==> config.mk <==
export PLATFORM = sky130hd
export DESIGN_NAME = vpu_instr_issue
export DESIGN_NICKNAME = d
export VERILOG_FILES = /design/src/rtl/vpu_pkg.sv /design/src/rtl/vpu_bank_conflict_sched.sv /design/src/rtl/vpu_instr_issue.sv
export SDC_FILE = /design/constraint.sdc
export NUM_CORES = 1
export LEC_CHECK = 0
export CAP_MARGIN = 30
export CORE_MARGIN = 2
export CORE_UTILIZATION = 24
export CTS_BUF_LIST = sky130_fd_sc_hd__clkbuf_4 sky130_fd_sc_hd__clkbuf_8
export CTS_CLUSTER_SIZE = 24
export DETAILED_ROUTE_END_ITERATION = 10
export PLACE_DENSITY = 0.68
export SLEW_MARGIN = 25
export SYNTH_ARGS = -nofsm -noshare
export SYNTH_HDL_FRONTEND = slang
export SYNTH_SLANG_ARGS = --single-unit
==> constraint.sdc <==
create_clock -name clk -period 4.25 [get_ports clk]
set_input_delay 0.85 -clock clk [delete_from_list [all_inputs] [get_ports clk]]
set_output_delay 0.85 -clock clk [all_outputs]
set_load 0.01 [all_outputs]
==> src/rtl/vpu_pkg.sv <==
// Shared VPU issue-stage types: instruction layout, exec request format,
// and the opcode decode / address-split helpers.
package vpu_pkg;

  localparam int REQ_W         = 136;
  localparam int ADDR_W        = 32;
  localparam int BANK_LG2      = 2;
  localparam int ROW_LG2       = 10;
  localparam int NSRC          = 3;
  localparam int OPC_W         = 8;
  localparam int MAX_DELAY_LG2 = 3;
  localparam int CNT_W         = 3;
  localparam int BANK_LSB      = 9;
  localparam int ROW_LSB       = BANK_LSB + BANK_LG2;

  typedef enum logic [OPC_W-1:0] {
    OPC_FADD  = 8'h01, OPC_FSUB  = 8'h02, OPC_FMUL  = 8'h03, OPC_FDIV  = 8'h04,
    OPC_FADD3 = 8'h05, OPC_FSUM  = 8'h06, OPC_FMAX  = 8'h07, OPC_FMAX2 = 8'h08,
    OPC_FMAX3 = 8'h09, OPC_FAVG2 = 8'h0A, OPC_FAVG3 = 8'h0B, OPC_FEXP  = 8'h0C
  } vpu_opcode_e;

  // src[0] occupies the low 32 bits, the opcode the top byte.
  typedef struct packed {
    logic [OPC_W-1:0]             opcode;
    logic [ADDR_W-1:0]            dst0;
    logic [NSRC-1:0][ADDR_W-1:0]  src;
  } vpu_h2d_req_instr_t;

  typedef struct packed {
    logic [MAX_DELAY_LG2-1:0] delay;
    logic [CNT_W-1:0]         src_cnt;
  } delay_and_src_cnt_t;

  typedef enum logic {OP_EXEC = 1'b0, OP_RED = 1'b1} vpu_op_type_e;

  typedef struct packed {
    logic fp_add, fp_sub, fp_mul, fp_div, fp_add3;
    logic fp_max2, fp_max3, fp_avg2, fp_avg3, fp_exp;
  } fp_req_t;

  typedef struct packed {
    logic                     fp_sum_r;
    logic                     fp_max_r;
    logic [MAX_DELAY_LG2-1:0] sub_delay;
  } red_req_t;

  typedef struct packed {
    vpu_op_type_e op_type;
    fp_req_t      fp;
    red_req_t     red;
  } vpu_exec_req_t;

  typedef enum logic [1:0] {S_IDLE, S_DEC, S_ISSUE} issue_state_e;

  function automatic logic is_legal_opcode(input logic [OPC_W-1:0] opcode);
    return (opcode >= OPC_FADD) && (opcode <= OPC_FEXP);
  endfunction

  function automatic delay_and_src_cnt_t get_delay_src_cnt(input logic [OPC_W-1:0] opcode);
    delay_and_src_cnt_t r;
    r = '0;
    case (opcode)
      OPC_FADD, OPC_FSUB, OPC_FMUL: r = '{delay: 3'd2, src_cnt: 3'd2};
      OPC_FDIV:                     r = '{delay: 3'd6, src_cnt: 3'd2};
      OPC_FADD3:                    r = '{delay: 3'd4, src_cnt: 3'd3};
      OPC_FSUM, OPC_FMAX:           r = '{delay: 3'd5, src_cnt: 3'd1};
      OPC_FMAX2:                    r = '{delay: 3'd1, src_cnt: 3'd2};
      OPC_FMAX3:                    r = '{delay: 3'd2, src_cnt: 3'd3};
      OPC_FAVG2:                    r = '{delay: 3'd3, src_cnt: 3'd2};
      OPC_FAVG3:                    r = '{delay: 3'd5, src_cnt: 3'd3};
      OPC_FEXP:                     r = '{delay: 3'd7, src_cnt: 3'd1};
      default:                      r = '0;
    endcase
    return r;
  endfunction

  // Reduction ops carry their latency in sub_delay; element-wise ops leave red_req clear.
  function automatic vpu_exec_req_t get_exec_req(input logic [OPC_W-1:0] opcode);
    vpu_exec_req_t r;
    r = '0;
    case (opcode)
      OPC_FADD:  r.fp.fp_add  = 1'b1;
      OPC_FSUB:  r.fp.fp_sub  = 1'b1;
      OPC_FMUL:  r.fp.fp_mul  = 1'b1;
      OPC_FDIV:  r.fp.fp_div  = 1'b1;
      OPC_FADD3: r.fp.fp_add3 = 1'b1;
      OPC_FMAX2: r.fp.fp_max2 = 1'b1;
      OPC_FMAX3: r.fp.fp_max3 = 1'b1;
      OPC_FAVG2: r.fp.fp_avg2 = 1'b1;
      OPC_FAVG3: r.fp.fp_avg3 = 1'b1;
      OPC_FEXP:  r.fp.fp_exp  = 1'b1;
      OPC_FSUM: begin
        r.op_type       = OP_RED;
        r.red.fp_sum_r  = 1'b1;
        r.red.sub_delay = get_delay_src_cnt(opcode).delay;
      end
      OPC_FMAX: begin
        r.op_type       = OP_RED;
        r.red.fp_max_r  = 1'b1;
        r.red.sub_delay = get_delay_src_cnt(opcode).delay;
      end
      default: r = '0;
    endcase
    return r;
  endfunction

  function automatic logic [BANK_LG2-1:0] get_bank_id(input logic [ADDR_W-1:0] addr);
    return addr[ROW_LSB-1:BANK_LSB];
  endfunction

  function automatic logic [ROW_LG2-1:0] get_raddr(input logic [ADDR_W-1:0] addr);
    return addr[ROW_LSB+ROW_LG2-1:ROW_LSB];
  endfunction

  // Pending-source mask with bits 0..cnt-1 set.
  function automatic logic [NSRC-1:0] src_mask(input logic [CNT_W-1:0] cnt);
    logic [NSRC:0] m;
    m = (NSRC+1)'((1 << cnt) - 1);
    return m[NSRC-1:0];
  endfunction

endpackage

==> src/rtl/vpu_bank_conflict_sched.sv <==
// Bank-conflict picker: grants pending sources in index order, at most one
// source per SRAM bank per cycle.
module vpu_bank_conflict_sched
  import vpu_pkg::*;
(
  input  logic [NSRC-1:0]          pend,
  input  logic [NSRC*BANK_LG2-1:0] bank,
  output logic [NSRC-1:0]          grant
);

  logic [(1<<BANK_LG2)-1:0] busy;

  // NOTE: blocking assignments here are intentional -- each loop iteration
  // must see the banks claimed by lower-indexed sources in the same evaluation.
  always_comb begin
    busy  = '0;
    grant = '0;
    for (int i = 0; i < NSRC; i++) begin
      if (pend[i] && !busy[bank[i*BANK_LG2 +: BANK_LG2]]) begin
        grant[i]                           = 1'b1;
        busy[bank[i*BANK_LG2 +: BANK_LG2]] = 1'b1;
      end
    end
  end

endmodule

==> src/rtl/vpu_instr_issue.sv <==
// VPU instruction issue stage: decodes one instruction, issues its SRAM
// source reads with bank-conflict serialisation, then hands metadata onward.
module vpu_instr_issue
  import vpu_pkg::*;
(
  input  logic                       clk,
  input  logic                       rst_n,
  input  logic                       instr_valid_i,
  input  logic [REQ_W-1:0]           instr_i,
  output logic                       instr_ready_o,
  output logic [NSRC-1:0]            rd_en_o,
  output logic [NSRC*BANK_LG2-1:0]   rd_bank_o,
  output logic [NSRC*ROW_LG2-1:0]    rd_addr_o,
  input  logic                       op_ready_i,
  output logic                       op_valid_o,
  output logic [OPC_W-1:0]           op_opcode_o,
  output logic [CNT_W-1:0]           op_src_cnt_o,
  output logic [MAX_DELAY_LG2-1:0]   op_delay_o,
  output logic [15:0]                op_exec_req_o,
  output logic [BANK_LG2-1:0]        op_dst_bank_o,
  output logic [ROW_LG2-1:0]         op_dst_addr_o,
  output logic                       err_o
);

  issue_state_e                   state_q, state_d;
  logic                           ready_en_q;
  logic [NSRC-1:0]                pend_q, pend_d, grant;
  logic                           started_q, started_d;
  logic [OPC_W-1:0]               opcode_q;
  logic [NSRC-1:0][BANK_LG2-1:0]  src_bank_q;
  logic [NSRC-1:0][ROW_LG2-1:0]   src_row_q;
  logic [BANK_LG2-1:0]            dst_bank_q;
  logic [ROW_LG2-1:0]             dst_row_q;
  vpu_h2d_req_instr_t             instr;
  delay_and_src_cnt_t             dec;
  vpu_exec_req_t                  exec_req;
  logic                           accept;
  logic                           go;
  logic                           unused_addr_bits;

  assign instr         = instr_i;
  assign instr_ready_o = ready_en_q && (state_q == S_IDLE);
  assign accept        = instr_valid_i && instr_ready_o;
  assign dec           = get_delay_src_cnt(opcode_q);
  assign exec_req      = get_exec_req(opcode_q);
  // The operand-queue handshake only gates the first beat of an instruction.
  assign go            = op_ready_i || started_q;

  assign unused_addr_bits = ^{instr.dst0[ADDR_W-1:ROW_LSB+ROW_LG2], instr.dst0[BANK_LSB-1:0],
                              instr.src[0][ADDR_W-1:ROW_LSB+ROW_LG2], instr.src[0][BANK_LSB-1:0],
                              instr.src[1][ADDR_W-1:ROW_LSB+ROW_LG2], instr.src[1][BANK_LSB-1:0],
                              instr.src[2][ADDR_W-1:ROW_LSB+ROW_LG2], instr.src[2][BANK_LSB-1:0]};

  always_ff @(posedge clk) begin
    if (!rst_n) begin
      state_q    <= S_IDLE;
      ready_en_q <= 1'b0;
      pend_q     <= '0;
      started_q  <= 1'b0;
    end else begin
      state_q    <= state_d;
      ready_en_q <= 1'b1;
      pend_q     <= pend_d;
      started_q  <= started_d;
    end
  end

  // NOTE: these datapath registers have no reset; every consumer is
  // qualified by the FSM state, so stale contents are never observed.
  always_ff @(posedge clk) begin
    if (accept) begin
      opcode_q   <= instr.opcode;
      dst_bank_q <= get_bank_id(instr.dst0);
      dst_row_q  <= get_raddr(instr.dst0);
      for (int i = 0; i < NSRC; i++) begin
        src_bank_q[i] <= get_bank_id(instr.src[i]);
        src_row_q[i]  <= get_raddr(instr.src[i]);
      end
    end
  end

  vpu_bank_conflict_sched u_sched (
    .pend  (pend_q),
    .bank  (src_bank_q),
    .grant (grant)
  );

  always_comb begin
    state_d       = state_q;
    pend_d        = pend_q;
    started_d     = started_q;
    rd_en_o       = '0;
    rd_bank_o     = '0;
    rd_addr_o     = '0;
    op_valid_o    = 1'b0;
    op_opcode_o   = '0;
    op_src_cnt_o  = '0;
    op_delay_o    = '0;
    op_exec_req_o = '0;
    op_dst_bank_o = '0;
    op_dst_addr_o = '0;
    err_o         = 1'b0;
    case (state_q)
      S_IDLE: begin
        if (accept) state_d = S_DEC;
      end
      S_DEC: begin
        started_d = 1'b0;
        if (!is_legal_opcode(opcode_q)) begin
          err_o   = 1'b1;
          state_d = S_IDLE;
        end else begin
          pend_d  = src_mask(dec.src_cnt);
          state_d = S_ISSUE;
        end
      end
      S_ISSUE: begin
        if (go) begin
          started_d = 1'b1;
          pend_d    = pend_q & ~grant;
          for (int i = 0; i < NSRC; i++) begin
            if (grant[i]) begin
              rd_en_o[i]                        = 1'b1;
              rd_bank_o[i*BANK_LG2 +: BANK_LG2] = src_bank_q[i];
              rd_addr_o[i*ROW_LG2 +: ROW_LG2]   = src_row_q[i];
            end
          end
          // Metadata travels with the final read beat.
          if (pend_d == '0) begin
            op_valid_o    = 1'b1;
            op_opcode_o   = opcode_q;
            op_src_cnt_o  = dec.src_cnt;
            op_delay_o    = dec.delay;
            op_exec_req_o = exec_req;
            op_dst_bank_o = dst_bank_q;
            op_dst_addr_o = dst_row_q;
            state_d       = S_IDLE;
          end
        end
      end
      default: state_d = S_IDLE;
    endcase
  end

endmodule
==> results of run 1 <==
## Yosys cell counts (2+ instances only)
cell type | number | share of area [%]
sky130_fd_sc_hd__edfxtp_1 | 56 | 49
sky130_fd_sc_hd__nor3_2 | 39 | 11
sky130_fd_sc_hd__inv_1 | 32 | 3.5
sky130_fd_sc_hd__and2_1 | 27 | 4.9
sky130_fd_sc_hd__nand2_1 | 19 | 2.1
sky130_fd_sc_hd__nor2_1 | 14 | 1.5
sky130_fd_sc_hd__and3_1 | 13 | 2.4
sky130_fd_sc_hd__dfxtp_1 | 12 | 7.0
sky130_fd_sc_hd__nand3_1 | 11 | 1.6
sky130_fd_sc_hd__clkbuf_1 | 9 | 0.98
sky130_fd_sc_hd__a21oi_1 | 7 | 1.0
sky130_fd_sc_hd__o21ai_0 | 7 | 1.0
sky130_fd_sc_hd__buf_2 | 3 | 0.44
sky130_fd_sc_hd__buf_4 | 3 | 0.65
sky130_fd_sc_hd__buf_6 | 3 | 0.98
sky130_fd_sc_hd__ha_1 | 3 | 1.1
sky130_fd_sc_hd__nand2b_1 | 3 | 0.55
sky130_fd_sc_hd__nor3_1 | 3 | 0.44
sky130_fd_sc_hd__xnor2_1 | 3 | 0.76
sky130_fd_sc_hd__a21boi_1 | 2 | 0.44
sky130_fd_sc_hd__mux2i_1 | 2 | 0.58
sky130_fd_sc_hd__mux2i_2 | 2 | 0.80
sky130_fd_sc_hd__nand4_1 | 2 | 0.36
sky130_fd_sc_hd__nor4_1 | 2 | 0.36
sky130_fd_sc_hd__o2bb2ai_1 | 2 | 0.51
## cells by family after synthesis
group           synth area share [%]
compound gates                  6.55
simple gates                    26.9
fa+ha+maj                       1.09
buf+inv                         6.55
flops                           55.9
xor+xnor                        1.49
other cells                    0.109
mux                             1.38
## cell type report
type	count	area, µm²	area share (%)
Sequential cell	68	1920	36.3
Timing Repair Buffer	153	1520	28.6
Multi-Input combinational cell	182	1310	24.7
Tap cell	180	225	4.25
Clock buffer	12	159	3.00
Inverter	32	120	2.27
Clock inverter	4	47.5	0.897
## power by group
part | switching, W | leakage, nW | internal, W
registers | 0.0000160 | 0.622 | 0.000756
clock network | 0.000248 | 0.106 | 0.000308
logic | 0.0000528 | 1.13 | 0.0000705
total | 0.000317 | 1.86 | 0.00113
## per-layer routing
layer / vias up / global-route usage [%] / routed length [µm]
met4: 0 / 3.41 / 98
li1: 1335 / - / -
met5: - / 0 / 0
met1: 1255 / 13.6 / 3740
met2: 111 / 18.6 / 4050
met3: 10 / 5.72 / 812
## worst min-delay path, stage by stage, from the launching register on
cell and delay (ns):
sky130_fd_sc_hd__dfxtp_1 0.35, sky130_fd_sc_hd__nand2_1 0.07, sky130_fd_sc_hd__a21boi_1 0.05
## through the flow
stage          area, µm²  hold slack, ns  power [W]  utilization (%)  cells
3_5_place_dp        5090           0.497   0.000912             36.6    615
6_report            5300           0.513    0.00145             38.0    631
2_1_floorplan       3440           0.479   0.000834                -    300
3_3_place_gp        5090           0.488   0.000906             36.6    615
4_1_cts             5300           0.503    0.00148             38.0    631
5_1_grt             5300           0.554    0.00152             38.0    631
## path summary, 6_finish.rpt
check	start	slack, ns	to
max reg2reg	state_q[0]	1.79	flip-flop
max	src_bank_q[3]	0.40	op_src_cnt_o[0]
min reg2reg	pend_q[0]	0.51	pend_q[0]
min	pend_q[0]	0.51	pend_q[0]
## state kept, by name, summed over array words and instances, names as in the netlist, named ones only
signal      count
src_row_q      30
dst_row_q      10
opcode_q        8
src_bank_q      6
pend_q          3
dst_bank_q      2
state_q         2
ready_en_q      1
started_q       1
==> metrics list, run 1 <==
* Result of the run: finished clean
- Total of flip-flops plus latches after synthesis: 68
- DIE HEIGHT: 124 µm
- Vias in the first global route: 2668
* Clock slew at reported path FFs: ~0.070 ns
- Number of logic stages on the critical path including buffering: 7
- Effective utilization at floorplan: 24.7%
- Final HPWL from detailed placement: around 6.7 mm
- Global-route congestion overflow total: 0
* Sum of negative setup slack: 0 ns
* Clock latency on the worst-skew pair: 0.35 ns
* Sequential element share of the synthesized area: 55.9%
- Fill cell total of the finished layout: 1344
* Post-synthesis cell area: 3440 µm²
* Maximum clock insertion buffer count: 2
- 0 antenna diodes ended up in the layout.
- Of the available clock period, the critical path in the final layout requires 90.6%.
- Number of synthesized flops with an enable pin: 56
- The worst setup path is captured at an output pin.
* Data required time of the worst path: roughly 3.4 ns
- The first detailed-routing pass took 6 iterations.
- After detailed routing, the number of vias per cell comes to roughly 4.3.
- Synth Net Count: 443
* Deepest level of the CTS H-tree: 3
- Worst hold path class: flip-flop to flip-flop
* Critical path's largest stage delay: ~0.56 ns
- Routability-driven placement congestion ratio: 0.773
- Most common library cell in the layout ignoring fill and taps: sky130_fd_sc_hd__clkdlybuf4s50_1
- Crit Path Class: flip-flop to output pin
* Count of port buffers added during placement: approximately 140
- Before CTS, the worst setup slack after placement is roughly 0.56 ns.
- Number of I/O pins: about 220
- Among all flip-flop cells after synthesis, the most frequent one is sky130_fd_sc_hd__edfxtp_1.
- Number of synthesis warnings: 0
* Number of antenna-violating nets in the routed design: 0
* DR WL/cell: 13.8 µm
- Relative slew slack: 46.2%
* RSZ-0062 raised after global routing: false
- Inserted Clock Buffers: 9
- Most frequent cells in the layout: 142 x sky130_fd_sc_hd__clkdlybuf4s50_1, 56 x sky130_fd_sc_hd__edfxtp_1, 39 x sky130_fd_sc_hd__nor3_2
- Min Tclk post-route: 3.85 ns
- Synthesis instantiated 46 different standard cells from the library.
- Core Box Area: between 10000 and 15000 µm²
* Area growth, synth to finish: 54.1%
- The clock net in this run drives a total of 68 sinks.
- Maximum number of pins on one net before global-route repair: 32
- IR analysis of the VDD net gives a maximum drop of 0.197 mV.
- Once the clock tree was built, the setup fixing pass inserted 0 buffers.
* Count of final setup violators: 0
* Crit-path slowest cell: sky130_fd_sc_hd__a31o_2
- Worst r2r path cells: 8
* Hold path depth: 2
- Number of core rows: 43
- Once the clock tree was built, the resizer swapped 0 gates to a different size.
- After detailed routing, the total wire length is 8.70 mm.
- Category of cells accounting for the largest share of critical-path delay: compound AO/OA/AOI/OAI gates
- Total routing usage reported by global routing: 11.6%
* Fraction of registers with async set or reset after synthesis: 0%
- Achievable frequency: 260 MHz
- Ordered cell list for the critical path: or3b_1 > o2bb2ai_1 > o22a_1 > a31o_2 > buf_4 > nor3_2 > clkdlybuf4s50_1
* Data arrival time of the critical path: 3.00 ns
* Root buffer selected by CTS: sky130_fd_sc_hd__clkbuf_8
* Die footprint: 15300 µm²
- Slew of the pin with the lowest slew margin: 0.806 ns
- Maximum net fanout on the critical path: 18
* Crit path setup slack, layout: 0.398 ns
- Number of design rule violations left after detail routing: 0
- Max cap viols: 0
* Final hold vios: 0
- Startpoint types: flip-flop
- In this run the horizontal extent of the chip is 124 µm.
- Worst Path Buf+Inv: 2
- Fraction of final layout cells sized beyond drive strength 1: 16.4%
- In this run, the number of DRC markers left after iteration 0 of detailed routing was between 80 and 90.
- Global-route wire length before repair: 13.3 mm
- For this design the static power due to leakage is about 1.9 nW.
- TritonCTS clock tree: done
- Counting every instance in the synthesized netlist gives 300.
- Mean area per synthesized cell: 11.5 µm²
* Pwr/cell area: 274 nW/µm²
- Via count of the routed design: 2711
* Final Max Slew Viols: 0
* Initial antenna violation count: 0
- Hold repair after CTS inserted 0 buffers.
- The net count of the finished layout is 589.
- Worst clock skew: 0.00769 ns
Power figures use the tool's default switching activity.
==> run 2: changes to the inputs <==
Settings changed: HOLD_SLACK_MARGIN set to 0.05.
==> results of run 2 <==
The final DEF is identical to that of run 1; final timing and power are the same.
==> run 3: changes to the inputs <==
Settings changed: ABC_AREA set to 1, PLACE_DENSITY 0.68 to 0.69.
==> run 3 against run 2 <==
Net effect: register-to-register slack improved by 0.43 ns; global-route usage grew 0.38 points; synthesized area decreased by 5.7%; die area is 5.6% lower; via count increased by 2.1%; clock skew is 0.0034 ns higher; critical path depth shrank 1; sequential share of layout area rose by 1.7 points; critical endpoint is now rd_addr_o[18]; largest cell class unchanged.
==> metrics list, run 3 <==
- For this design, the CTS-stage hold fixing added 0 buffers.
- The most numerous cell type found on the critical path is sky130_fd_sc_hd__nor2_1.
* Nature of the critical path endpoint: output pin
- Post-synth cell types: 29
- Startpoint types: input port
* Clock slew at reported path FFs: 0.07 ns
* Effective utilization at floorplan: between 20% and 30%
* Fraction of final layout cells sized beyond drive strength 1: roughly 7.1%
- In the synthesized netlist the dominant register cell turns out to be sky130_fd_sc_hd__edfxtp_1.
* Initial antenna violation count: 0
- Global-route wire length before repair: 13.5 mm
- The clock drives a little under 70 sinks.
- Among all stages on the critical path, the largest delay is contributed by sky130_fd_sc_hd__clkdlybuf4s50_1.
* Most common library cell in the layout ignoring fill and taps: sky130_fd_sc_hd__clkdlybuf4s50_1
* Peak supply drop: 0.141 mV
- Most frequent cells in the layout: 142 x sky130_fd_sc_hd__clkdlybuf4s50_1, 88 x sky130_fd_sc_hd__inv_1, 82 x sky130_fd_sc_hd__nor2_1
* Most used standard cells in the synthesized netlist: 88 x sky130_fd_sc_hd__inv_1, 82 x sky130_fd_sc_hd__nor2_1, 56 x sky130_fd_sc_hd__edfxtp_1
- TritonCTS clock tree: done
- Biggest area consumer among synthesized cells: sky130_fd_sc_hd__edfxtp_1
- Data required time of the worst path: 3.40 ns
- After synthesis, the mean cell area works out to 9.10 µm².
* Vias in the first global route: 2892
- Maximum number of pins on one net before global-route repair: 28
* Number of synthesized flops with an enable pin: 56
- At the pin with the least slew margin, the transition time is 0.524 ns.
- In this run the clock root is driven by a sky130_fd_sc_hd__clkbuf_8.
* Via count of the routed design: 2768
- Routed vias/inst: 4.03
- Port buffering added around 140 buffers.
- The floorplan step defined a core boundary enclosing 13200 µm².
- Min Tclk post-route: 3.88 ns
* Registers with the most flip-flops: src_row_q x30, dst_row_q x10, opcode_q x8
* Area growth, synth to finish: 56.2%
- Global-route congestion overflow total: 0
* Worst hold path class: flip-flop to flip-flop
- The first TritonRoute pass finished after 4 iterations.
- Walking the worst path, the cells encountered are clkdlybuf4s50_1 > nor2_1 > nor2_1 > nand4_1 > nor2_1 > clkdlybuf4s50_1.
- Setup repair after global routing left no endpoint under its margin.
- Share of the clock period used by the worst path after layout: between 90 and 100%
- After routing, the total negative slack on setup checks comes to 0 ns.
- Data arrives at the worst endpoint at a little over 3 ns.
- Final Max Slew Viols: 0
- For this run, asynchronously set or reset flops after synthesis account for 0%.
- By instance count, the leading cell after synthesis is sky130_fd_sc_hd__inv_1.
- The number of hold violations in the final report came to 0.
- Of all nets on the critical path, the largest fanout is 13.
- Number of antenna-violating nets in the routed design: 0
- DR WL/cell: 12.4 µm
* Die X: roughly 120 µm
- Worst clock skew: 0.0111 ns
- Clock latency on the worst-skew pair: 0.34 ns
- The register with the most flip-flops in the layout has 30 of them.
- The routed design has 8.52 mm of wire.
- Setup violations remaining at the end of the flow were counted as 0.
- At the end of the flow, the number of nets in the layout was about 650.
* Inserted Clock Buffers: 9
- The tool flagged a number of max-cap violations equal to 0.
- Deepest level of the CTS H-tree: 3
- Counting flops per register, the top entry is src_row_q.
- Critical path's largest stage delay: 0.57 ns
- Summed over all cells, the static leakage comes to 2.12 nW.
- The die is 120 µm tall.
* Die footprint: 14400 µm²
- N_diodes: 0
- Synth Net Count: 499
* Sequential element share of the synthesized area: just under 60%
* Total of flip-flops plus latches after synthesis: 68
* Maximum clock insertion buffer count: 2
* Post-synthesis cell area: 3240 µm²
* Number of design rule violations left after detail routing: 0
- During I/O placement, the number of pins put on the boundary was roughly 220.
- The flow ran to the end, and the final reports show no timing, DRC or antenna violations.
- Total routing usage reported by global routing: 11.9%
* Relative slew slack: 64.9%
- The share of synthesized area in the top cell type comes to between 50 and 60%.
- Number of synthesis warnings: 0
- Once routing completed, OpenROAD measured the worst setup slack at roughly 0.37 ns.
- Before CTS, the worst setup slack after placement is ~0.35 ns.
* CTS resizes: 0
* Number of core rows: 42
* Pwr/cell area: 291 nW/µm²
- Counting instances, the worst hold path has a depth of 2.
* Post-CTS Repair Setup Buffers: 0
- Crit Path Class: input port to output pin
* Achievable frequency: 258 MHz
- Iteration-0 DRC count of the detailed router: between 100 and 150
- Yosys attributes the largest share of cell area to sky130_fd_sc_hd__edfxtp_1 52%, sky130_fd_sc_hd__inv_1 10%, sky130_fd_sc_hd__nor2_1 9.5%, sky130_fd_sc_hd__dfxtp_1 7.4%, sky130_fd_sc_hd__nand2_1 4.6%.
- Gate count after technology mapping: 356
* Final HPWL from detailed placement: about 6.6 mm
- Worst r2r path cells: 9
- The congestion estimate from routability-driven global placement came to 0.811.
==> run 3: changes by cell type in the layout (fill, tap and decap cells not counted), sizes merged, moves of 3 or more <==
cell and change:
nand4 +6, clkbuf -3, inv +60, and2 -27, xnor2 -4, buf -8, and3 -13, nor3 -31
nor2 +73, nand2 +27, mux2i -4, nand2b -3
==> run 3: layout make-up <==
cell class	count	area [µm²]
fillers	1336	8130
flip-flops and latches	68	1920
repair buffers	145	1440
multi-input cells	190	918
inverters	91	344
well taps	176	220
clock buffers	9	124
clock inverters	7	90.1
==> run 3: logic make-up after synthesis <==
logic type | after synthesis | synth area share, %
AND/OR/NAND/NOR | 164 | 23.4
buffers and inverters | 98 | 12.4
flip-flops | 68 | 59.3
AO/OA/AOI/OAI | 22 | 3.63
adder cells (fa/ha/maj) | 3 | 1.16
other | 1 | 0.116
==> run 3: layer usage <==
| metal | part of all wire (%) | wire length, µm | track usage [%] |
|---|---|---|---|
| met1 | 40 | 3440 | 13.4 |
| met5 | 0 | 0 | 0 |
| met4 | 0.74 | 63 | 3.68 |
| met3 | 7.0 | 595 | 4.29 |
| met2 | 52 | 4420 | 21.1 |
==> run 3: critical path: cells and delay by family <==
family | cells | cell delay (ns)
buffers and inverters | 2 | 1.03
AND/OR/NAND/NOR | 4 | 1.13
==> run 3: stage by stage <==
stage,cells,area [µm²],hold slack [ns],power (W),util (%)
after CTS,686,5060,0.475,0.00150,38.4
after floorplan,356,3240,0.442,0.000833,-
after global placement,670,4850,0.453,0.000903,36.8
final,686,5060,0.475,0.00147,38.4
after global routing,686,5060,0.511,0.00154,38.4
after detailed placement,670,4850,0.464,0.000911,36.8
==> run 3: final timing paths <==
check	start	slack, ns	end
setup / recovery	op_ready_i	0.37	rd_addr_o[18]
setup reg to reg	state_q[0]	2.22	flip-flop
hold / removal	started_q	0.47	started_q
hold reg to reg	started_q	0.47	started_q
==> run 3: power by group <==
part,leakage (nW),switching (W),internal (W)
clock network,0.109,0.000248,0.000328
registers,0.622,0.0000136,0.000757
logic,1.39,0.0000584,0.0000664
